<file path="src/rtl/matrix_stream_packer.sv">
// matrix_stream_packer
// Deserialises a narrow beat stream into full matrix rows for NUM_MATS
// back-to-back matrices and emits each row as a one-cycle write strobe.
// Optional feature macro: CHECK_EN (per-matrix checksum element + CHK state).
module matrix_stream_packer #(
   parameter int IN_W     = 2,
   parameter int ELEM_W   = 8,
   parameter int ROWS     = 32,
   parameter int COLS     = 32,
   parameter int NUM_MATS = 2
) (
   input  logic                                             eth_refclk,
   input  logic                                             rst,
   input  logic                                             axiiv,
   input  logic [IN_W-1:0]                                  axiid,
   output logic                                             wr_valid,
   output logic [((NUM_MATS > 1) ? $clog2(NUM_MATS) : 1)-1:0] wr_mat,
   output logic [((ROWS > 1) ? $clog2(ROWS) : 1)-1:0]         wr_row,
   output logic [COLS*ELEM_W-1:0]                           wr_data,
   output logic                                             busy,
   output logic                                             load_done,
   output logic                                             frame_err,
   output logic                                             chk_err
);

   localparam int BEATS = ELEM_W / IN_W;
   localparam int BW    = (BEATS > 1)    ? $clog2(BEATS)    : 1;
   localparam int EW    = (COLS > 1)     ? $clog2(COLS)     : 1;
   localparam int RW    = (ROWS > 1)     ? $clog2(ROWS)     : 1;
   localparam int MW    = (NUM_MATS > 1) ? $clog2(NUM_MATS) : 1;
   localparam int RDW   = COLS * ELEM_W;

`ifdef CHECK_EN
   typedef enum logic [1:0] {IDLE, LOAD, DONE, CHK} state_t;
`else
   typedef enum logic [1:0] {IDLE, LOAD, DONE} state_t;
`endif

   state_t            r_state, w_state_nxt;
   logic [BW-1:0]     r_beat;
   logic [EW-1:0]     r_elem_cnt;
   logic [RW-1:0]     r_row;
   logic [MW-1:0]     r_mat;
   logic [ELEM_W-1:0] r_elem;
   logic [RDW-1:0]    r_rowbuf;
   logic [RDW-1:0]    r_wr_data;
   logic              r_wr_valid;
   logic [MW-1:0]     r_wr_mat;
   logic [RW-1:0]     r_wr_row;
   logic              r_load_done;
   logic              r_frame_err;

   logic              w_beat_last, w_elem_last, w_row_last, w_mat_last;
   logic [ELEM_W-1:0] w_elem_shift;
   logic [RDW-1:0]    w_row_shift;
   logic              w_load_beat, w_trunc, w_clear;

`ifdef CHECK_EN
   logic [ELEM_W-1:0] r_sum;
   logic              r_chk_err;
   logic              w_chk_beat, w_chk_bad;
`endif

   // First beat of an element ends up in its MSBs; first element of a row
   // ends up in the row MSBs, so both are plain left shifts.
   assign w_elem_shift = ELEM_W'({r_elem, axiid});
   assign w_row_shift  = RDW'({r_rowbuf, w_elem_shift});
   assign w_beat_last  = (r_beat     == BW'(BEATS - 1));
   assign w_elem_last  = (r_elem_cnt == EW'(COLS - 1));
   assign w_row_last   = (r_row      == RW'(ROWS - 1));
   assign w_mat_last   = (r_mat      == MW'(NUM_MATS - 1));

   // State register
   always_ff @(posedge eth_refclk) begin
      if (rst) r_state <= IDLE;
      else     r_state <= w_state_nxt;
   end

   // Next-state and per-cycle control decode
   always_comb begin
      w_state_nxt = r_state;
      w_load_beat = 1'b0;
      w_trunc     = 1'b0;
`ifdef CHECK_EN
      w_chk_beat  = 1'b0;
      w_chk_bad   = 1'b0;
`endif
      case (r_state)
         IDLE, LOAD, DONE: begin
            if (axiiv) begin
               // IDLE/DONE see cleared counters, so a start beat is simply beat 0
               w_load_beat = 1'b1;
               w_state_nxt = LOAD;
               if (w_beat_last && w_elem_last && w_row_last) begin
`ifdef CHECK_EN
                  w_state_nxt = CHK;
`else
                  if (w_mat_last) w_state_nxt = DONE;
`endif
               end
            end else if (r_state == LOAD) begin
               w_trunc     = 1'b1;
               w_state_nxt = IDLE;
            end
         end
`ifdef CHECK_EN
         CHK: begin
            if (axiiv) begin
               w_chk_beat = 1'b1;
               if (w_beat_last) begin
                  if (w_elem_shift == r_sum) begin
                     // matrix counter has already advanced; wrap to 0 means all loaded
                     w_state_nxt = (r_mat == '0) ? DONE : LOAD;
                  end else begin
                     w_chk_bad   = 1'b1;
                     w_state_nxt = IDLE;
                  end
               end
            end else begin
               w_trunc     = 1'b1;
               w_state_nxt = IDLE;
            end
         end
`endif
         default: w_state_nxt = IDLE;
      endcase
`ifdef CHECK_EN
      w_clear = w_trunc | w_chk_bad;
`else
      w_clear = w_trunc;
`endif
   end

   // Counters, element/row assembly and registered outputs
   always_ff @(posedge eth_refclk) begin
      if (rst) begin
         r_beat      <= '0;
         r_elem_cnt  <= '0;
         r_row       <= '0;
         r_mat       <= '0;
         r_elem      <= '0;
         r_rowbuf    <= '0;
         r_wr_data   <= '0;
         r_wr_valid  <= 1'b0;
         r_wr_mat    <= '0;
         r_wr_row    <= '0;
         r_load_done <= 1'b0;
         r_frame_err <= 1'b0;
`ifdef CHECK_EN
         r_sum       <= '0;
         r_chk_err   <= 1'b0;
`endif
      end else begin
         r_wr_valid  <= 1'b0;
         r_wr_data   <= '0;
         r_frame_err <= w_trunc;
         r_load_done <= (w_state_nxt == DONE);
`ifdef CHECK_EN
         r_chk_err   <= w_chk_bad;
`endif
         if (w_clear) begin
            r_beat     <= '0;
            r_elem_cnt <= '0;
            r_row      <= '0;
            r_mat      <= '0;
            r_elem     <= '0;
            r_rowbuf   <= '0;
`ifdef CHECK_EN
            r_sum      <= '0;
`endif
         end else if (w_load_beat) begin
            r_beat <= w_beat_last ? '0 : r_beat + 1'b1;
            r_elem <= w_beat_last ? '0 : w_elem_shift;
            if (w_beat_last) begin
`ifdef CHECK_EN
               r_sum <= r_sum + w_elem_shift;
`endif
               if (w_elem_last) begin
                  r_elem_cnt <= '0;
                  r_rowbuf   <= '0;
                  r_wr_valid <= 1'b1;
                  r_wr_data  <= w_row_shift;
                  r_wr_mat   <= r_mat;
                  r_wr_row   <= r_row;
                  r_row      <= w_row_last ? '0 : r_row + 1'b1;
                  if (w_row_last) r_mat <= w_mat_last ? '0 : r_mat + 1'b1;
               end else begin
                  r_elem_cnt <= r_elem_cnt + 1'b1;
                  r_rowbuf   <= w_row_shift;
               end
            end
         end
`ifdef CHECK_EN
         else if (w_chk_beat) begin
            r_beat <= w_beat_last ? '0 : r_beat + 1'b1;
            r_elem <= w_beat_last ? '0 : w_elem_shift;
            if (w_beat_last) r_sum <= '0;
         end
`endif
      end
   end

   assign wr_valid  = r_wr_valid;
   assign wr_mat    = r_wr_mat;
   assign wr_row    = r_wr_row;
   assign wr_data   = r_wr_data;
   assign load_done = r_load_done;
   assign frame_err = r_frame_err;
`ifdef CHECK_EN
   assign busy      = (r_state == LOAD) || (r_state == CHK);
   assign chk_err   = r_chk_err;
`else
   assign busy      = (r_state == LOAD);
   assign chk_err   = 1'b0;
`endif

endmodule
</file>
<file path="config.mk">
export PLATFORM = sky130hd
export DESIGN_NAME = matrix_stream_packer
export DESIGN_NICKNAME = d
export VERILOG_FILES = /design/src/rtl/matrix_stream_packer.sv
export SDC_FILE = /design/constraint.sdc
export NUM_CORES = 1
export LEC_CHECK = 0
export ABC_AREA = 1
export BUFFER_PORTS_ARGS = -buffer_cell sky130_fd_sc_hd__buf_2
export CAP_MARGIN = 0
export CORE_ASPECT_RATIO = 1.25
export CORE_MARGIN = 4
export CORE_UTILIZATION = 45
export DETAILED_ROUTE_END_ITERATION = 10
export GPL_TIMING_DRIVEN = 0
export PLACE_DENSITY = 0.66
export SLEW_MARGIN = 20
export SYNTH_ARGS = -nofsm -noshare
export SYNTH_HDL_FRONTEND = slang
export SYNTH_SLANG_ARGS = --single-unit
</file>
<file path="constraint.sdc">
create_clock -name eth_refclk -period 2.35 [get_ports eth_refclk]
set_clock_uncertainty 0.05 [all_clocks]
set_input_delay 0.47 -clock eth_refclk [delete_from_list [all_inputs] [get_ports eth_refclk]]
set_output_delay 0.47 -clock eth_refclk [all_outputs]
set_load 0.1 [all_outputs]
</file>
==> results of run 1 <==
-- synth_stat cells (all sizes together) --
master	n	share of area [%]
nor2	545	12
dfxtp	534	62
inv	269	5.8
o21ai	263	7.6
nand3	256	7.4
buf	94	3.0
clkbuf	48	1.0
nand2	38	0.85
a21oi	8	0.23
ha	5	0.36
nor3	3	0.087
or2	2	0.072
clkinv	1	0.022
conb	1	0.022
o21bai	1	0.043
-- registers in the layout (all words and copies together), names as in the netlist --
signal / flops
r_rowbuf: 248
wr_data: 256
wr_valid: 1
wr_row: 5
r_elem: 6
r_state: 2
r_elem_cnt: 5
r_mat: 1
frame_err: 1
r_row: 5
wr_mat: 1
r_beat: 2
load_done: 1
-- logic make-up after synthesis --
group           after synthesis  synth area share (%)
compound gates              272                 7.863
fa+ha+maj                     5                0.3607
buf+inv                     412                 9.890
flops                       534                 61.63
other cells                   1               0.02162
simple gates                844                 20.23
-- metrics by stage --
step	hold slack, ns	TNS (ns)	utilization [%]	instances
after global routing	0.02520	-0.07578	55.43	2918
after detailed placement	0.3905	-22.34	50.64	2830
after global placement	0.3923	-6.035	50.64	2830
after CTS	0.01264	0	55.34	2918
final	0.03975	0	55.43	2918
after floorplan	0.3604	0	-	2068
-- cell type report --
| type | instances | area (um2) | share of cell area (%) |
|---|---|---|---|
| Buffer | 142 | 728.2 | 3.445 |
| Clock buffer | 66 | 1380 | 6.528 |
| Clock inverter | 22 | 399.1 | 1.888 |
| Inverter | 270 | 1016 | 4.806 |
| Multi-Input combinational cell | 1122 | 4960 | 23.46 |
| Sequential cell | 534 | 10690 | 50.57 |
| Tap cell | 492 | 615.6 | 2.912 |
| Timing Repair Buffer | 270 | 1351 | 6.392 |
-- routing by layer --
metal | part of all wire, % | track usage (%) | wire, um
met2 | 48 | 33.52 | 20040
met4 | 2.8 | 6.178 | 1168
met5 | 0 | 0 | 0
met3 | 5.6 | 3.436 | 2317
met1 | 43 | 23.68 | 17880
-- final timing paths --
path	depth (start not counted)	slack (ns)	end
worst max-delay path	10	0.16	r_rowbuf[162]
worst min-delay path	2	0.04	frame_err
worst max register to register	10	0.16	r_rowbuf[162]
worst min register to register	2	0.40	wr_data[249]
-- power groups by stage --
stage | logic (W) | clock network (W) | registers, W
final | 0.000341 | 0.00869 | 0.00907
after detailed placement | 0.000339 | 0 | 0.00927
after floorplan | 0.000239 | 0 | 0.00928
after global routing | 0.000377 | 0.00919 | 0.00906
after CTS | 0.000340 | 0.00885 | 0.00907
after global placement | 0.000333 | 0 | 0.00927
-- repair_timing --
| action | CTS | global route |
|---|---|---|
| setup endpoints to repair | 395 | 270 |
| pin swaps | 0 | 1 |
| gates resized for setup | 6 | 36 |
| gates cloned | 0 | 0 |
==> results.md, run 1 <==
- Max VDD drop: 0.5101 mV
- Hold Crit Start: rst
- Initial antenna violation count: 0
- Routability Congestion: 0.8680
- First-pass GRT wire length: 65550 um
- Tightest Pin Transition: 0.5430 ns
- Pleak: 9.197 nW
- Clock root buffer master: clkbuf_16
- P_sw: 0.003622 W
- Starting density of the core: 45.48%
- Setup violators final: 0
- Longest Clk Path Bufs: 3
- Max_cap viols: 0
- Switching portion of total power: 20.02%
- Slowest cell delay on critical path: 0.38 ns
- Period minus WS final: 2.195 ns
- Crit-path max FO: 10
- Slew Limit Fails: 0
- Vias in the first global route: 13430
- Family with the most delay on the worst path: buffers and inverters
- Die area: 41770 um2
- Routed vias: 13960
- Final Hold Vio Count: 0
- Crit end category: register
- Die Ht: 227.5 um
- All-Layer GR Usage: 19.03%
- RSZ-0062 raised after global routing: yes
- Post-Layout Inst Area: 21140 um2
- Max Clk Rate: 455.6 MHz
- Clock sink total: 534
- Worst hold path type: in2reg
- Cts hold-fix bufs: 0
- Clock share of power: 48.0%
- Seq/Total Area, Yosys: 61.63%
- Dpl ws: -0.1696 ns
- Total Wirelength: 41410 um
- Cells after synthesis: 2068
- Most common cell after layout, fill and taps aside: nor2_1
- Tot Pwr: 0.01809 W
- Area growth from synthesis to layout: 21.88%
- Total grt overflow: 0
- Layout cell share with drive strength beyond 1: 19.54%
- Cts bufs inserted: 49
- Clk pin slew, worst setup/hold paths: 0.06 ns
- Internal Power: 0.01447 W
- Diodes inserted: 0
- Setup Fix Bufs, Post-CTS: 0
- Flop and latch count out of synthesis: 534
- Unique masters post-synth: 24
- Slew headroom: 64.05%
- Flop pwr share: 50.1%
- Mean Syn Cell Area: 8.388 um2
- Core area: 38140 um2
- Critical Path Source: r_elem_cnt[0]
- Fin worst setup slack: 0.1551 ns
- Area post-placement: 19310 um2
- Die X: 183.6 um
- Critical register-to-register path startpoint: r_elem_cnt[0]
- WL/cell: 14.19 um
- CP Cell Sequence: ha_1, inv_1, nor2_1, ha_1, buf_4, clkbuf_2, clkbuf_1, nor2_1, nand3_1, o21ai_0
- Largest net degree at the start of global routing: 17
- Synth Net Count: 2078
- WS Path Type: reg2reg
- Dpl hpwl: 29540 um
- H-tree depth: 2
- CP max stage cell: dfxtp_1
- Nets: 2399
- Status: finished clean
- Critical Path RT: 2.74 ns
- Vias per cell: 4.783
- Fillers: 3460
- Port bufs: 270
- Post-route ant nets: 0
- Clock Latency Late Sink: 0.56 ns
- Yosys Warn Count: 0
- 1st-iter DRT viols: 716
- CTS tree: yes
- Worst EP arrival: 2.59 ns
- Critical path startpoint category: register
- Synth Cell Area: 17350 um2
- DRC: 0
- Logic pwr share: 1.9%
- IO Count: 272
- PD cells: 855.9 nW/um2
- Most frequent cells in the layout: 540 x nor2_1, 534 x dfxtp_1, 349 x buf_2, 267 x inv_1, 255 x nand3_1
- Final worst-path cycle share: 93.40%
- Buf/Inv on CP: 4
- First-pass iteration count of the detailed router: 5
- Number of cell rows: 80
(Power assumes the default switching activity.)
==> run 2, diff against run 1 <==
Settings changed: CORE_ASPECT_RATIO 1.25 to 2.
==> run 2 against run 1 <==
  * Die area increased by 0.41%
  * Largest power group unchanged
  * Sequential cell count unchanged
  * Sequential share of layout area increased by 0.73 points
  * Critical path type unchanged
  * Non-clock buffer count did not move
  * Critical endpoint is now wr_data[171]
  * Fmax decreased by 0.66%
  * Power decreased by 7.1%
  * Wire length is 6.6% higher
  * Worst setup slack lost 0.015 ns
  * Via count is 0.26% lower
  * Clock power fell by 15%
==> results.md, run 2 (synthesis gave the netlist of run 1 again) <==
- Status: finished clean
- Dpl hpwl: 32940 um
- Number of cell rows: 101
- Reg2Reg Setup Slack: 0.14 ns
- Family with the most delay on the worst path: simple AND/OR/NAND/NOR gates
- Total Wirelength: 44120 um
- Cts bufs inserted: 44
- Nets: 2394
- Clock root buffer master: clkbuf_16
- Largest net degree at the start of global routing: 19
- Max VDD drop: 0.6382 mV
- Die Ht: 285.7 um
- Layout cell share with drive strength beyond 1: 19.02%
- Critical Path Source: r_elem_cnt[0]
- Slew headroom: 64.71%
- Pleak: 9.012 nW
- P_sw: 0.003626 W
- Setup Fix Bufs, Post-CTS: 0
- Total grt overflow: 0
- Flop pwr share: 53.9%
- Vias in the first global route: 14010
- Clk pin slew, worst setup/hold paths: 0.07 ns
- All-Layer GR Usage: 20.48%
- 1st-iter DRT viols: 531
- Most frequent cells in the layout: 542 x nor2_1, 534 x dfxtp_1, 348 x buf_2, 267 x inv_1, 255 x nand3_1
- Tightest Pin Transition: 0.5330 ns
- Crit end category: register
- Critical path startpoint category: register
- Worst EP arrival: 2.63 ns
- H-tree depth: 2
- Most common cell after layout, fill and taps aside: nor2_1
- Area post-placement: 19340 um2
- Max reg flops: 256
- Max Clk Rate: 452.6 MHz
- Area growth from synthesis to layout: 20.15%
- First-pass GRT wire length: 70040 um
- Setup violators final: 0
- Fin util: 54.79%
- DRC: 0
- Slowest cell delay on critical path: 0.38 ns
- CP Cell Sequence: ha_1, inv_1, nor2_1, ha_1, buf_4, nand2_1, nor2_4, nand2_2, buf_4, buf_2, nor2_1
- WS Path Type: reg2reg
- Diodes inserted: 0
- Critical Path RT: 2.77 ns
- Hold Crit Start: rst
- Final Hold Vio Count: 0
- Crit-path max FO: 10
- Starting density of the core: 45.60%
- Vias per cell: 4.745
- Slew Limit Fails: 0
- Core area: 38040 um2
- Clock share of power: 44.0%
- Buf/Inv on CP: 4
- Post-route ant nets: 0
- Post-Layout Inst Area: 20840 um2
- Max_cap viols: 0
- Initial antenna violation count: 0
- CP max stage cell: dfxtp_1
- Period minus WS final: 2.210 ns
- Final worst-path cycle share: 94.03%
- IO Count: 272
- Clock sink total: 534
- Die X: 146.8 um
- Port bufs: 270
- Switching portion of total power: 21.56%
- Clock Latency Late Sink: 0.55 ns
- Die area: 41940 um2
- Longest Clk Path Bufs: 3
- Logic pwr share: 2.1%
- Fillers: 3519
- WL/cell: 15.04 um
- Routability Congestion: 0.8708
- PD cells: 806.9 nW/um2
- Internal Power: 0.01319 W
- Critical register-to-register path startpoint: r_elem_cnt[0]
- Final TNS setup: 0 ns
- First-pass iteration count of the detailed router: 6
- Worst hold path type: in2reg
- Routed vias: 13920
- CTS tree: yes
run 2: changes by cell type in the layout (fill, tap and decap cells not counted), sizes merged:
| cell | change |
|---|---|
| inv | +3 |
| clkbuf | -12 |
| bufinv | -8 |
| clkinv | +6 |
| clkinvlp | +4 |
run 2: layout make-up:
class                   count  area (um2)  share of cell area (%)
flip-flops and latches    534       10690                   51.29
multi-input cells        1122        4952                   23.76
repair buffers            270        1351                   6.484
clock buffers              54        1210                   5.805
inverters                 270        1016                   4.875
plain buffers             142       720.7                   3.458
well taps                 515       644.4                   3.092
clock inverters            27       256.5                   1.231
run 2: routing by layer:
metal | wire length [um] | GRT usage (%) | vias to the layer above
li1 | - | - | 7026
met1 | 16130 | 20.46 | 6417
met2 | 24080 | 40.79 | 378
met3 | 2122 | 3.376 | 100
met4 | 1782 | 8.573 | 0
met5 | 0 | 0 | -
run 2: repair_timing:
action	CTS	global route
hold buffers	0	0
resized for setup	8	16
endpoints found under the hold margin	0	0
setup endpoints to repair	389	24
run 2: worst paths after layout:
check / to / cells past startpoint
worst max-delay path: wr_data[171] / 11
worst min-delay path: frame_err / 2
worst max register to register: wr_data[171] / 11
worst min register to register: wr_data[254] / 2
run 2: worst reg2reg max path: cells and delay by family (launching register included):
family	cells	cell delay, ns
DFF	1	0.38
and+or+nand+nor	5	0.72
adders and majority gates	2	0.32
buffers and inverters	4	0.66
run 2: through the flow:
| step | instances | setup slack, ns | total power [W] | hold slack (ns) |
|---|---|---|---|---|
| after global placement | 2853 | -0.2196 | 0.009610 | 0.3748 |
| after CTS | 2934 | 0.05362 | 0.01699 | 0.009383 |
| after detailed placement | 2853 | -0.2453 | 0.009618 | 0.3766 |
| after floorplan | 2068 | 0.1902 | 0.009519 | 0.3604 |
| after global routing | 2934 | -0.001877 | 0.01735 | 0.03392 |
| final | 2934 | 0.1404 | 0.01682 | 0.03988 |
run 2: power groups by stage:
| stage | registers, W | clock network (W) | logic (W) |
|---|---|---|---|
| 6_report | 0.00906 | 0.00741 | 0.000347 |
| 3_5_place_dp | 0.00927 | 0 | 0.000346 |
| 3_3_place_gp | 0.00927 | 0 | 0.000339 |
| 5_1_grt | 0.00906 | 0.00791 | 0.000381 |
| 2_1_floorplan | 0.00928 | 0 | 0.000239 |
| 4_1_cts | 0.00906 | 0.00758 | 0.000347 |
==> run 3, diff against run 2 <==
--- a/config.mk
+++ b/config.mk
@@ -9,3 +9,3 @@
 export BUFFER_PORTS_ARGS = -buffer_cell sky130_fd_sc_hd__buf_2
-export CAP_MARGIN = 0
+export CAP_MARGIN = 15
 export CORE_ASPECT_RATIO = 2
==> constraint.sdc (replaced) <==
create_clock -name eth_refclk -period 2.85 [get_ports eth_refclk]
set_clock_uncertainty 0.05 [all_clocks]
set_input_delay 0.57 -clock eth_refclk [delete_from_list [all_inputs] [get_ports eth_refclk]]
set_output_delay 0.57 -clock eth_refclk [all_outputs]
set_load 0.02 [all_outputs]
==> run 3 against run 2 <==
  * Fmax is 14% lower
  * Core utilization is 0.089 points lower
  * Critical path depth down 1
  * Cell count is the same
  * Register-to-register slack improved by 0.15 ns
  * Sequential cell count stayed put
  * Worst setup slack better by 0.15 ns
  * Sequential share of layout area up 0.083 points
  * Wire length is 0.27% lower
  * Via count increased by 0.17%
  * Global-route usage unchanged
==> results.md, run 3 (synthesis gave the netlist of run 1 again) <==
- CP max stage cell: clkbuf_1
- Crit end category: register
- Critical Path Source: r_elem_cnt[0]
- Largest net degree at the start of global routing: 19
- All-Layer GR Usage: 20.48%
- Hold Crit Start: rst
- H-tree depth: 2
- Clock root buffer master: clkbuf_16
- Number of cell rows: 101
- GRT busiest layer: met2
- WL/cell: 15.00 um
- Max Clk Rate: 390.1 MHz
- Dpl ws: 0.2547 ns
- Longest Clk Path Bufs: 3
- Dpl hpwl: 32940 um
- Area growth from synthesis to layout: 19.96%
- Met1 usage: 20.45%
- Period minus WS final: 2.563 ns
- Critical register-to-register path startpoint: r_elem_cnt[0]
- Clk pin slew, worst setup/hold paths: 0.07 ns
- Family with the most delay on the worst path: buffers and inverters
- Total Wirelength: 44000 um
- Final TNS setup: 0 ns
- Max VDD drop: 0.5261 mV
- Internal Power: 0.01088 W
- 1st-iter DRT viols: 542
- Die X: 146.8 um
- Critical path startpoint category: register
- RSZ-0062 raised after global routing: no
- Met2 Usage GRT: 40.74%
- Most frequent cells in the layout: 544 x nor2_1, 534 x dfxtp_1, 352 x buf_2, 267 x inv_1, 255 x nand3_1
- CP Cell Sequence: ha_1, inv_1, nor2_1, ha_1, buf_2, clkbuf_1, clkbuf_1, nor2_1, nand3_1, o21ai_0
- Starting density of the core: 45.60%
- Slew headroom: 60.05%
- Cts bufs inserted: 44
- Routability Congestion: 0.8708
- Cts hold-fix bufs: 0
- P_sw: 0.002965 W
- Port bufs: 270
- Pleak: 8.975 nW
- Switching portion of total power: 21.42%
- Status: finished clean
- DRC: 0
- Layout cell share with drive strength beyond 1: 18.52%
- Vias per cell: 4.753
- Diodes inserted: 0
- Setup Fix Bufs, Post-CTS: 0
- Final Hold Vio Count: 0
- Crit-path max FO: 10
- Clock Latency Late Sink: 0.55 ns
- Die Ht: 285.7 um
- Setup violators final: 0
- Slowest cell delay on critical path: 0.50 ns
- Met3 Resource Use GR: 3.376%
- IO Count: 272
- Post-route ant nets: 0
- Slew Limit Fails: 0
- Fin worst setup slack: 0.2865 ns
- Total grt overflow: 0
- Core area: 38040 um2
- Max reg flops: 256
- Max_cap viols: 0
- Routed vias: 13940
- Worst EP arrival: 2.94 ns
- Die area: 41940 um2
- Most common cell after layout, fill and taps aside: nor2_1
- First-pass GRT wire length: 70040 um
- Clock sink total: 534
- Fillers: 3520
- Post-CTS Resized: 0
- Worst hold path type: in2reg
- Critical Path RT: 3.23 ns
- Nets: 2394
- CTS tree: yes
- Clock share of power: 44.1%
- Buf/Inv on CP: 4
- Vias in the first global route: 14020
- First-pass iteration count of the detailed router: 6
- Flop pwr share: 54.0%
- Logic pwr share: 1.9%
- Final worst-path cycle share: 89.95%
- Tightest Pin Transition: 0.5992 ns
- WS Path Type: reg2reg
- Initial antenna violation count: 0
- PD cells: 665.2 nW/um2
-- run 3: cell type report --
class | count | area (um2) | area share (%)
Clock inverter | 27 | 256.5 | 1.233
Multi-Input combinational cell | 1122 | 4940 | 23.74
Tap cell | 515 | 644.4 | 3.097
Timing Repair Buffer | 270 | 1351 | 6.494
Clock buffer | 54 | 1210 | 5.815
Inverter | 270 | 1016 | 4.883
Sequential cell | 534 | 10690 | 51.38
Buffer | 142 | 699.4 | 3.361
-- run 3: final timing paths --
kind | to | slack (ns) | cells after the start
hold / removal | frame_err | 0.14 | 2
setup / recovery | r_rowbuf[30] | 0.29 | 10
hold reg to reg | wr_data[254] | 0.39 | 2
setup reg to reg | r_rowbuf[30] | 0.29 | 10
-- run 3: metal layers --
metal | up-vias | part of all wire [%]
li1 | 7035 | -
met1 | 6459 | 37
met2 | 352 | 55
met3 | 98 | 4.6
met4 | 0 | 4.0
met5 | - | 0
-- run 3: power groups by stage --
stage | Sequential (W) | Combinational [W] | Clock (W)
floorplan | 0.00765 | 0.000188 | 0
global placement | 0.00764 | 0.000264 | 0
detailed placement | 0.00765 | 0.000269 | 0
CTS | 0.00747 | 0.000270 | 0.00625
global route | 0.00747 | 0.000298 | 0.00652
finish | 0.00747 | 0.000270 | 0.00610
-- run 3: metrics by stage --
stage | hold slack [ns] | instances | cell area, um2 | util (%) | total power [W]
2_1_floorplan | 0.3604 | 2068 | 17350 | - | 0.007833
3_3_place_gp | 0.3748 | 2853 | 19340 | 50.85 | 0.007908
3_5_place_dp | 0.3766 | 2853 | 19340 | 50.85 | 0.007915
4_1_cts | 0.1094 | 2934 | 20810 | 54.70 | 0.01399
5_1_grt | 0.1339 | 2934 | 20810 | 54.70 | 0.01429
6_report | 0.1439 | 2934 | 20810 | 54.70 | 0.01384
